==> src/rtl/mhd_pkg.sv <==
// Shared types and mask helpers for the Hamming-distance pattern generator.
package mhd_pkg;

    typedef enum logic {
        ST_IDLE = 1'b0,
        ST_EMIT = 1'b1
    } state_t;

    // Lowest mask with hd ones: (1<<hd)-1, computed wide so hd=32 works.
    function automatic logic [31:0] first_mask(input int hd);
        logic [63:0] m;
        m = (64'd1 << hd) - 64'd1;
        return 32'(m);
    endfunction

    // Highest mask with hd ones inside a width-bit field.
    function automatic logic [31:0] last_mask(input int hd, input int width);
        logic [63:0] m;
        m = ((64'd1 << hd) - 64'd1) << (width - hd);
        return 32'(m);
    endfunction

endpackage

==> src/rtl/mhd_ctz.sv <==
// Count-trailing-zeros priority encoder; result is 0 for an all-zero input.
module mhd_ctz #(
    parameter int WIDTH = 16,
    parameter int CW    = $clog2(WIDTH)
) (
    input  logic [WIDTH-1:0] vec,
    output logic [CW-1:0]    tz
);

    // Scanning downwards leaves the lowest set bit as the final winner.
    always_comb begin
        tz = '0;
        for (int i = WIDTH - 1; i >= 0; i--) begin
            if (vec[i]) tz = CW'(i);
        end
    end

endmodule

==> src/rtl/mhd_pattern_gen.sv <==
// Emits every (base, base^mask) pair with popcount(mask)==hd, masks ascending.
// Registered outputs; one pair per cycle while out_ready is high.
module mhd_pattern_gen
    import mhd_pkg::*;
#(
    parameter int WIDTH = 16,
    parameter int HD_W  = $clog2(WIDTH + 1)
) (
    input  logic             clk,
    input  logic             rst_n,
    input  logic             start,
    input  logic [WIDTH-1:0] base,
    input  logic [HD_W-1:0]  hd,
    output logic             out_valid,
    input  logic             out_ready,
    output logic [WIDTH-1:0] out_a,
    output logic [WIDTH-1:0] out_b,
    output logic             out_last,
    output logic [WIDTH-1:0] count,
    output logic             busy,
    output logic             done,
    output logic             err
);

    localparam int CW = $clog2(WIDTH);

    state_t           state, state_nxt;
    logic [WIDTH-1:0] base_q;
    logic [WIDTH-1:0] mask;
    logic [HD_W-1:0]  hd_q;
    logic [WIDTH-1:0] first_m;
    logic [WIDTH-1:0] last_m;
    logic [WIDTH-1:0] low_bit;
    logic [WIDTH-1:0] ripple;
    logic [WIDTH-1:0] mask_nxt;
    logic [CW-1:0]    tz;
    logic             hd_bad;
    logic             last_hit;
    logic             fire;

    assign first_m  = WIDTH'(first_mask(int'(hd)));
    assign last_m   = WIDTH'(last_mask(int'(hd_q), WIDTH));
    assign hd_bad   = int'(hd) > WIDTH;
    assign last_hit = (mask == last_m);
    assign fire     = (state == ST_EMIT) && out_ready;

    mhd_ctz #(.WIDTH(WIDTH), .CW(CW)) u_ctz (
        .vec (mask),
        .tz  (tz)
    );

    // Gosper's step: never applied to the last mask, so no carry is lost.
    assign low_bit  = mask & (~mask + 1'b1);
    assign ripple   = mask + low_bit;
    assign mask_nxt = (((ripple ^ mask) >> 2) >> tz) | ripple;

    always_comb begin
        state_nxt = state;
        case (state)
            ST_IDLE: if (start && !hd_bad) state_nxt = ST_EMIT;
            ST_EMIT: if (out_ready && last_hit) state_nxt = ST_IDLE;
            default: state_nxt = ST_IDLE;
        endcase
    end

    always_ff @(posedge clk) begin
        if (!rst_n) begin
            state <= ST_IDLE;
        end else begin
            state <= state_nxt;
        end
    end

    always_ff @(posedge clk) begin
        if (!rst_n) begin
            base_q <= '0;
            hd_q   <= '0;
            mask   <= '0;
            count  <= '0;
            done   <= 1'b0;
            err    <= 1'b0;
        end else begin
            done <= 1'b0;
            err  <= 1'b0;
            if (state == ST_IDLE) begin
                if (start && hd_bad) begin
                    err <= 1'b1;
                end else if (start) begin
                    base_q <= base;
                    hd_q   <= hd;
                    mask   <= first_m;
                    count  <= '0;
                end
            end else if (fire) begin
                count <= count + 1'b1;
                if (last_hit) begin
                    done <= 1'b1;
                end else begin
                    mask <= mask_nxt;
                end
            end
        end
    end

    assign out_valid = (state == ST_EMIT);
    assign busy      = (state != ST_IDLE);
    assign out_a     = base_q;
    assign out_b     = base_q ^ mask;
    assign out_last  = out_valid && last_hit;

endmodule

==> config.mk <==
export PLATFORM = sky130hd
export DESIGN_NAME = mhd_pattern_gen
export DESIGN_NICKNAME = d
export VERILOG_FILES = /design/src/rtl/mhd_pkg.sv /design/src/rtl/mhd_ctz.sv /design/src/rtl/mhd_pattern_gen.sv
export SDC_FILE = /design/constraint.sdc
export NUM_CORES = 1
export LEC_CHECK = 0
export ABC_AREA = 1
export CORE_ASPECT_RATIO = 1.1
export CORE_UTILIZATION = 27
export CTS_BUF_LIST = sky130_fd_sc_hd__clkbuf_8
export DETAILED_ROUTE_END_ITERATION = 8
export SYNTH_ARGS = -nofsm -noshare
export SYNTH_HDL_FRONTEND = slang
export SYNTH_SLANG_ARGS = --single-unit
export TNS_END_PERCENT = 50
==> constraint.sdc <==
create_clock -name clk -period 12.9 [get_ports clk]
set_input_delay 2.58 -clock clk [delete_from_list [all_inputs] [get_ports clk]]
set_output_delay 2.58 -clock clk [all_outputs]
set_load 0.05 [all_outputs]
==> qor.csv <==
stage,metric,value,unit
sta,Final Skew,15.0,ps
die,std cell rows,57,
critical_path,Setup crit end kind,output port,
die,I/O pins,78,
cts,CTS H-tree lvls,2,
global_routing,total track usage,18.7,%
global_routing,first-pass GRT wire length,36.3,mm
layout,multi-input combinational cell area,4400,sq um
synth,Synth warnings,0,
synth,sequential element share of the synthesized area,18.0,%
sta,Max Fclk,122,MHz
power,PD cells,110,nW/um^2
global_routing,initial antenna violation count,0,
layout,fin nets,1214,
critical_path,cells on worst reg2reg path,20,
cts,post_cts resized,0,
sta,Final setup viols,0,
route,via count,7633,
die,core area,22400,sq um
sta,Final Hold Vio Count,0,
placement,post-detail-place hpwl,17.4,mm
critical_path,Critical Path RT,10320,ps
die,Initial Util,27.8,%
cts,CTS tree,done,
sta,Final min period,8230,ps
critical_path,Critical Path AT,5650,ps
layout,Layout Cells excl Fill,1476,
die,Die Height,161,um
power,leakage,3.43,nW
route,Iteration-0 DRC Markers,739,
synth,predominant post-synthesis flop cell,dfxtp_1,
sta,Final Max Slew Viols,0,
critical_path,R2R setup slack,7950,ps
global_routing,total gr overflow,0,
route,routed wire length,22.2,mm
sta,RSZ-0062 raised after global routing,no,
synth,Post-synth ARST share,0,%
global_routing,largest net degree at the start of global routing,39,
layout,fill count,2589,
critical_path,worst r2r dst,mask[4],
cts,cts hold-fix bufs,0,
cts,Post-CTS Repair Setup Buffers,0,
min_path,Hold EP,count[10],
synth,Seq cells post-synth,56,
route,DRC,0,
placement,Port Buf Inserts,77,
synth,Mapped Cells,1148,
placement,global placer's final weighted congestion,0.921,
outcome,status,completed,
route,WL per Instance,15.1,um
layout,area grow syn2layout,16.0,%
critical_path,crit start category,flip-flop,
sta,Tcrit/Tclk final,63.8,%
min_path,worst hold path type,reg -> reg,
die,die footprint,23700,sq um
route,Final ANT Viol Nets,0,
route,DR vias/cell,5.17,
cts,clock slew at reported path FFs,120,ps
global_routing,vias in the first global route,7096,
synth,Post-Syn Area,6240,sq um
flow_run,max-cap violations,0,
cts,worst skew pair latency,330,ps
critical_path,WS Path Type,reg -> out,
route,1st-pass router iterations,6,
cts,Num CTS Buffers,5,
cts,Root Driver,clkbuf_8,
die,Die W,147,um
sta,Setup Total Neg Slack,0,ps
min_path,Hold Path Stages,2,
placement,DP Cell Count,1468,
synth,Synth cell types,42,
synth,Syn Area/Cell,5.43,sq um
layout,FF/Latch Area,1120,sq um
sta,normalized max-slew margin,32.8,%
cts,Sink Count,56,
min_path,Hold Crit Start,count[10],
power,VDD IR-drop max,0.100,mV
layout,Antenna diodes,0,
cts,clk buf depth,2,
critical_path,R2R Path Start,hd_q[0],
critical_path,maximum fanout along the worst path,25,
synth,Mapped Nets,1182,
synth,"EDFF count, synth",0,
sta,worst slew pin tran,1010,ps
layout,proportion of layout cells with a drive suffix above 1,4.74,%
metal layers:
layer	up-vias	part of all wire, %	wire, um	GRT usage, %
li1	3811	-	-	-
met1	3476	44	9890	24.4
met2	313	47	10500	32.6
met3	33	6.1	1350	1.92
met4	0	2.2	484	5.15
met5	-	0	0	0
sequential cells by signal, indices dropped and copies added, names as in the netlist:
signal and count:
hd_q 5, done 1, busy 1, mask 16
out_a 16, err 1, count 16
power breakdown:
part / switching, W / leakage [nW] / internal, W
Clock: 0.0000664 / 0.0485 / 0.0000392
Sequential: 0.0000261 / 0.459 / 0.000184
Combinational: 0.000332 / 2.92 / 0.000148
Total: 0.000425 / 3.43 / 0.000371
final cells by class:
type | count | share of cell area, %
clock buffers | 5 | 0.951
clock inverters | 3 | 0.311
inverters | 122 | 6.33
multi-input cells | 914 | 60.7
flip-flops and latches | 56 | 15.5
well taps | 295 | 5.10
repair buffers | 81 | 11.1
how the worst max path moves through the flow:
stage / start / endpoint / slack (ps) / cells past startpoint
floorplan: hd_q[0] / out_last / 6710 / 25
global placement: hd_q[0] / out_last / 5170 / 19
detailed placement: hd_q[0] / out_last / 5130 / 19
CTS: hd_q[0] / out_last / 4750 / 18
global route: hd_q[0] / out_last / 4170 / 19
finish: hd_q[0] / out_last / 4670 / 18
logic make-up after synthesis:
family	share of synthesized area (%)
simple gates	53.6
compound gates	11.6
flops	18.0
fa+ha+maj	1.81
buf+inv	11.5
xor+xnor	3.53
critical path, cell delays in order, from the launching register on:
cell and delay [ps]:
dfxtp_1 870, inv_1 600, ha_1 700, inv_1 560, nand4_1 190, nor2_1 250
nand3_1 100, nand2_1 90, nand3_1 70, nor2_1 100, nand3_1 70, nor2_1 100
nand2_1 60, nor2_1 110, nand2_1 100, nor2_4 120, nand4_4 250, inv_1 140
clkdlybuf4s50_1 820
cells in the final DEF (no fill, tap or decap), types with 5 or more instances in the layout:
cell and count:
nor2_1 157, o21ai_0 50, nand4_1 45, dfxtp_1 56
nor2_2 11, clkbuf_8 5, a21oi_1 57, ha_1 9
nand2_1 321, nand3_1 173, clkdlybuf4s50_1 77, or2_2 5
nand2_2 7, xor2_1 21, inv_2 7, inv_1 113
nor3_1 13
through the flow:
step	hold WS (ps)	power (W)	instance area (sq um)	setup WS (ps)	utilization, %
after floorplan	568	0.000566	6240	6710	-
after global routing	536	0.000862	7240	4170	32.3
after global placement	475	0.000689	7140	5170	31.9
after CTS	504	0.000793	7240	4750	32.3
after detailed placement	480	0.000686	7140	5130	31.9
final	496	0.000796	7240	4670	32.3
cells in the mapped netlist (5+ instances only):
cell type / count / area, sq um
dfxtp_1: 56 / 1120
a21oi_1: 57 / 285
nand2_2: 7 / 43.8
nor3_1: 13 / 65.1
nor2_1: 157 / 589
clkbuf_1: 28 / 105
inv_1: 113 / 424
buf_1: 5 / 18.8
inv_2: 7 / 26.3
nand2_1: 321 / 1200
nand3_1: 173 / 866
ha_1: 9 / 113
or2_2: 5 / 31.3
xor2_1: 21 / 184
nor2_2: 11 / 68.8
nand4_1: 45 / 282
buf_2: 17 / 85.1
o21ai_0: 50 / 250
(Power assumes the default switching activity.)
